$ cat src/rtl/queue_rr_scheduler.sv
// rtl/queue_rr_scheduler.sv - round-robin write arbiter, read sequencer and occupancy counter for one queue
// Producers share the queue write port; the read side presents a registered valid/ready stream.
module queue_rr_scheduler #(
  parameter int DATA_WIDTH    = 64,
  parameter int ADDRESS_WIDTH = 3,
  parameter int NUM_REQ       = 4,
  parameter int REQ_IDX_WIDTH = 2
) (
  input  logic                          sclk,
  input  logic                          reset,
  input  logic [NUM_REQ-1:0]            req_valid,
  input  logic [NUM_REQ*DATA_WIDTH-1:0] req_data,
  output logic [NUM_REQ-1:0]            req_ready,
  input  logic                          q_full,
  input  logic                          q_empty,
  output logic                          q_write_en,
  output logic [DATA_WIDTH-1:0]         q_data_in,
  output logic                          q_read_en,
  input  logic [DATA_WIDTH-1:0]         q_data_out,
  output logic                          rd_valid,
  input  logic                          rd_ready,
  output logic [DATA_WIDTH-1:0]         rd_data,
  output logic [ADDRESS_WIDTH:0]        level
);

  localparam int DEPTH   = 1 << ADDRESS_WIDTH;
  localparam int PAD_REQ = 1 << REQ_IDX_WIDTH;
  localparam logic [ADDRESS_WIDTH:0]   LEVEL_MAX = (ADDRESS_WIDTH+1)'(DEPTH);
  localparam logic [REQ_IDX_WIDTH:0]   NUM_REQ_X = (REQ_IDX_WIDTH+1)'(NUM_REQ);
  localparam logic [REQ_IDX_WIDTH-1:0] LAST_IDX  = REQ_IDX_WIDTH'(NUM_REQ-1);

  typedef enum logic [1:0] {
    R_IDLE  = 2'd0,
    R_FETCH = 2'd1,
    R_HOLD  = 2'd2
  } rd_state_t;

  rd_state_t rd_state, rd_state_next;

  logic [REQ_IDX_WIDTH-1:0] rr_ptr;
  logic [REQ_IDX_WIDTH-1:0] gnt_idx;
  logic [REQ_IDX_WIDTH:0]   cand;
  logic [PAD_REQ-1:0]       valid_pad;
  logic                     gnt_found;
  logic                     can_write;

  // Search from rr_ptr upward, wrapping at NUM_REQ; padded slots never win.
  always_comb begin
    valid_pad                = '0;
    valid_pad[NUM_REQ-1:0]   = req_valid;
    gnt_found                = 1'b0;
    gnt_idx                  = '0;
    cand                     = '0;
    for (int k = 0; k < NUM_REQ; k++) begin
      cand = {1'b0, rr_ptr} + (REQ_IDX_WIDTH+1)'(k);
      if (cand >= NUM_REQ_X) begin
        cand = cand - NUM_REQ_X;
      end
      if (!gnt_found && valid_pad[cand[REQ_IDX_WIDTH-1:0]]) begin
        gnt_found = 1'b1;
        gnt_idx   = cand[REQ_IDX_WIDTH-1:0];
      end
    end
  end

  assign can_write  = gnt_found & ~q_full;
  assign q_write_en = can_write;

  always_comb begin
    req_ready = '0;
    q_data_in = '0;
    for (int i = 0; i < NUM_REQ; i++) begin
      if (can_write && (gnt_idx == REQ_IDX_WIDTH'(i))) begin
        req_ready[i] = 1'b1;
        q_data_in    = req_data[i*DATA_WIDTH +: DATA_WIDTH];
      end
    end
  end

  always_ff @(posedge sclk) begin
    if (reset) begin
      rr_ptr <= '0;
    end else if (can_write) begin
      rr_ptr <= (gnt_idx == LAST_IDX) ? '0 : gnt_idx + 1'b1;
    end
  end

  // Queue read data lands one cycle after q_read_en, so every pop passes through R_FETCH.
  always_comb begin
    rd_state_next = rd_state;
    q_read_en     = 1'b0;
    case (rd_state)
      R_IDLE: begin
        if (!q_empty) begin
          q_read_en     = 1'b1;
          rd_state_next = R_FETCH;
        end
      end
      R_FETCH: begin
        rd_state_next = R_HOLD;
      end
      R_HOLD: begin
        if (rd_ready) begin
          if (!q_empty) begin
            q_read_en     = 1'b1;
            rd_state_next = R_FETCH;
          end else begin
            rd_state_next = R_IDLE;
          end
        end
      end
      default: begin
        rd_state_next = R_IDLE;
      end
    endcase
  end

  always_ff @(posedge sclk) begin
    if (reset) begin
      rd_state <= R_IDLE;
      rd_valid <= 1'b0;
      rd_data  <= '0;
    end else begin
      rd_state <= rd_state_next;
      if (rd_state == R_FETCH) begin
        rd_data  <= q_data_out;
        rd_valid <= 1'b1;
      end else if (rd_state == R_HOLD && rd_ready) begin
        rd_valid <= 1'b0;
      end
    end
  end

  always_ff @(posedge sclk) begin
    if (reset) begin
      level <= '0;
    end else begin
      case ({q_write_en, q_read_en})
        2'b10:   level <= level + 1'b1;
        2'b01:   level <= level - 1'b1;
        default: level <= level;
      endcase
    end
  end

  // The counter must track the queue's own flags exactly.
  assert property (@(posedge sclk) disable iff (reset) q_full == (level == LEVEL_MAX))
    else $error("queue_rr_scheduler: level %0d disagrees with q_full", level);
  assert property (@(posedge sclk) disable iff (reset) q_empty == (level == '0))
    else $error("queue_rr_scheduler: level %0d disagrees with q_empty", level);
  assert property (@(posedge sclk) disable iff (reset) level <= LEVEL_MAX)
    else $error("queue_rr_scheduler: level %0d above depth", level);

endmodule

$ cat config.mk
export PLATFORM = sky130hd
export DESIGN_NAME = queue_rr_scheduler
export DESIGN_NICKNAME = d
export VERILOG_FILES = /design/src/rtl/queue_rr_scheduler.sv
export SDC_FILE = /design/constraint.sdc
export NUM_CORES = 1
export LEC_CHECK = 0
export ABC_AREA = 1
export BUFFER_PORTS_ARGS = -buffer_cell sky130_fd_sc_hd__clkbuf_2
export CELL_PAD_IN_SITES_DETAIL_PLACEMENT = 1
export CELL_PAD_IN_SITES_GLOBAL_PLACEMENT = 1
export CORE_AREA = 10 10 173 175
export DETAILED_ROUTE_END_ITERATION = 12
export DIE_AREA = 0 0 183 185
export GPL_TIMING_DRIVEN = 0
export PLACE_DENSITY = 0.78
export RECOVER_POWER = 50
export SYNTH_ARGS = -nofsm -noshare
export SYNTH_HDL_FRONTEND = slang
export SYNTH_SLANG_ARGS = --single-unit
$ cat constraint.sdc
create_clock -name sclk -period 6.4 [get_ports sclk]
set_clock_uncertainty 0.05 [all_clocks]
set_input_delay 0.64 -clock sclk [delete_from_list [all_inputs] [get_ports sclk]]
set_output_delay 0.64 -clock sclk [all_outputs]
set_load 0.01 [all_outputs]
==> flow_summary_export.csv <==
group,metric,value,unit
run_status,run_status,"completed",
yosys,yosysWarningCount,0,
cells_and_area,area.growth.synth_to_final,43.2,%
worst_setup_path,arrival,3910,ps
clocking,hold_buffers,0,
drt,detailedRoute.firstPassIterationCount,5,
drt,detail_route.wirelength,41400,µm
cells_and_area,multi_input_comb_area,0.00401,mm²
power,netSwitchingPower,2740,µW
place,detailedPlacementHpwl,35000,µm
cells_and_area,fill_cell_total_of_the_finished_layout,3869,
power,power,4730,µW
worst_setup_path,end_kind,"output pin",
run,cap_viol_max_count,0,
grt,grt_remaining_overflow,0,
yosys,syn-cell-area,0.00688,mm²
clocking,clk-insertion-delay-late,330,ps
grt,track_usage,23.2,%
clocking,tritoncts,"done",
yosys,synthCells,1257,
yosys,mappedNetlistNets,1593,
power,cellInternalPower,1990,µW
clocking,numCtsBuffers,9,
worst_setup_path,timing.critical_path.required,5710,ps
cells_and_area,fin_util,37.1,%
sta,setup_repair_after_global_routing_missed_its_margin,"false",
clocking,ctsLongestPathBuffers,2,
yosys,synth_seq_area_share,21.3,%
floorplan,placement_rows,60,
drt,drtIter0Drc,503,
power,worst_ir_drop_vdd,0.205,mV
cells_and_area,stdcell_count,2087,
power,pwr-share-seq,11.1,%
drt,postRouteAntennaNets,0,
sta,fin_crit_sh,71.9,%
drt,route.detailed.vias_per_inst,4.85,
floorplan,effective_utilization_at_floorplan,25.9,%
place,port-buffer-count,467,
power,power.share.clock,10.2,%
grt,vias_in_the_first_global_route,10700,
power,fraction_of_power_spent_switching_nets,57.9,%
drt,drt-wirelength-per-cell,19.9,µm
sta,finalMaxSlewViolations,0,
sta,timing.slew.headroom,48.9,%
sta,fmaxAchievable,217,MHz
power,power.share.combinational,78.7,%
floorplan,dieWidth,183,µm
sta,final_hold_viol_count,0,
worst_hold_path,holdCritPathClass,"reg -> reg",
clocking,clock_transition_time_at_the_flip_flop_clock_pins_of_the_worst_setup_and_hold_paths,70,ps
floorplan,placeableCoreArea,0.0266,mm²
floorplan,fp.dieArea,0.0339,mm²
worst_setup_path,critical_path_peak_fanout,10,
grt,first_pass_grt_wire_length,62200,µm
place,dp.cells,2065,
clocking,clkSinkCount,73,
clocking,cts_resized,0,
yosys,synth_area_per_cell,5.47,µm²
floorplan,pin_count,468,
cells_and_area,nets,2071,
grt,grt_start_max_net_pins,14,
worst_setup_path,critical_path.startpoint_type,"register",
place,place.gp.congestion,0.963,
floorplan,die_h,185,µm
drt,routed_via_count,10100,
grt,antenna_violations_before_repair,7,
sta,worst-slew-pin-transition,767,ps
cells_and_area,post_route_cells_drive_above_1_share,26.7,%
drt,post-route-drc-count,0,
clocking,ctsRootBufferMaster,"clkbuf_16",
cells_and_area,sequential_cell_area,0.00146,mm²
yosys,synth_cell_type_count,29,
worst_setup_path,worstSetupPathType,"reg -> out",
power,leakagePower,0.00584,µW
yosys,ys_seq_elements,73,
power,power.density_cell_area,480,mW/mm²
sta,setup_violations,0,
sta,finalSetupTns,0,ps
sta,final_period_minus_worst_setup_slack,4600,ps
clocking,clock_tree.htree_level_count,3,
clocking,cts_setup_buffers,0,
## logic make-up after synthesis
kind of cell             Yosys count  share of synthesized area (%)
AND/OR/NAND/NOR                  762                           50.6
buffers and inverters            330                           20.4
AO/OA/AOI/OAI                     82                           6.10
flip-flops                        73                           21.3
adder cells (fa/ha/maj)            7                           1.27
XOR/XNOR                           3                          0.382
## power groups by stage
stage | logic [µW] | clock network [µW] | registers [µW]
after floorplan | 2270 | 0 | 547
after global placement | 3690 | 0 | 533
after detailed placement | 3760 | 0 | 535
after CTS | 3770 | 493 | 526
after global routing | 4150 | 511 | 531
final | 3720 | 480 | 526
## stage by stage
| step | setup WS, ps | hold slack [ps] | instance area [µm²] |
|---|---|---|---|
| floorplan | 3010 | 427 | 6880 |
| finish | 1800 | 423 | 9850 |
| detailed placement | 1800 | 413 | 9640 |
| global route | 1370 | 465 | 9840 |
| global placement | 1870 | 403 | 9640 |
| CTS | 1650 | 426 | 9920 |
## flip-flops by register name, summed over array words and instances, names as in the netlist
| signal | cells |
|---|---|
| rr_ptr | 2 |
| rd_state | 2 |
| rd_valid | 1 |
| level | 4 |
| rd_data | 64 |
## per-layer routing
layer  share of wire [%]  vias up  wire [µm]  global-route usage, %
li1                    -     4972          -                      -
met1                  38     4701      15900                   24.5
met2                  50      401      20800                   42.6
met3                 9.0       50       3740                   7.52
met4                 2.5        4       1020                   7.41
met5               0.048        -         20                      0
## Yosys cell counts
| library cell | count | area share, % |
|---|---|---|
| nor2_1 | 204 | 11 |
| o211a_1 | 1 | 0.15 |
| nand3_1 | 69 | 5.0 |
| clkinv_1 | 60 | 3.3 |
| nand4_1 | 194 | 18 |
| buf_4 | 6 | 0.65 |
| xor2_1 | 2 | 0.25 |
| nand3_4 | 1 | 0.25 |
| o32ai_1 | 1 | 0.13 |
| and2_1 | 1 | 0.091 |
| o21ai_0 | 72 | 5.2 |
| buf_2 | 22 | 1.6 |
| nand2_2 | 2 | 0.18 |
| a21oi_1 | 6 | 0.44 |
| xnor2_1 | 1 | 0.13 |
| inv_2 | 2 | 0.11 |
| clkbuf_1 | 65 | 3.5 |
| nand2_1 | 286 | 16 |
| inv_1 | 154 | 8.4 |
| nor2_4 | 1 | 0.16 |
| inv_4 | 1 | 0.091 |
| buf_1 | 5 | 0.27 |
| nand3_2 | 2 | 0.29 |
| nand3b_1 | 1 | 0.11 |
| buf_6 | 15 | 2.5 |
| dfxtp_1 | 73 | 21 |
| nor3_1 | 1 | 0.073 |
| o21ai_1 | 2 | 0.15 |
| ha_1 | 7 | 1.3 |
## final timing paths
path,cells after the start,slack (ps),startpoint,to
worst min register to register,2,420,level[3],level[3]
worst max register to register,18,3600,rr_ptr[0],level[2]
worst max-delay path,19,1800,rr_ptr[0],q_data_in[59]
worst min-delay path,2,420,level[3],level[3]
## worst max-delay path, stage by stage, from the launching register on
cell and delay (ps):
dfxtp_1 310, buf_6 130, inv_4 90, nand2_1 60, nand2_1 100, nand2_1 60, and2_1 170, nand3_4 160
buf_6 170, buf_2 240, nand2_1 130, inv_1 100, ha_1 190, clkbuf_1 440, buf_1 500, nand4_1 180
nand3_1 170, nand2_1 80, nand2_1 120, clkbuf_2 170
## cell type report
cell class / count / share of cell area [%]
sequential: 73 / 14.8
clock buffer: 11 / 2.46
inverter: 217 / 8.30
timing repair buffer: 467 / 22.8
clock inverter: 5 / 0.394
antenna: 6 / 0.152
multi-input combinational: 854 / 40.7
buffer: 113 / 5.96
tap: 341 / 4.33
## placed cells by master, fill, tap and decap left out, drive strengths merged
| cell | Yosys | final |
|---|---|---|
| nand3 | 72 | 72 |
| nor3 | 1 | 1 |
| nand4 | 194 | 194 |
| o211a | 1 | 1 |
| inv | 157 | 158 |
| a21oi | 6 | 6 |
| and2 | 1 | 1 |
| dfxtp | 73 | 73 |
| diode | 0 | 6 |
| nand3b | 1 | 1 |
| nand2 | 288 | 288 |
| nor2 | 205 | 205 |
| xnor2 | 1 | 1 |
| o32ai | 1 | 1 |
| clkbuf | 65 | 544 |
| o21ai | 74 | 74 |
| ha | 7 | 7 |
| clkinv | 60 | 63 |
| xor2 | 2 | 2 |
| buf | 48 | 47 |
| clkinvlp | 0 | 1 |
Note: power is estimated with default switching activity, not from simulation.
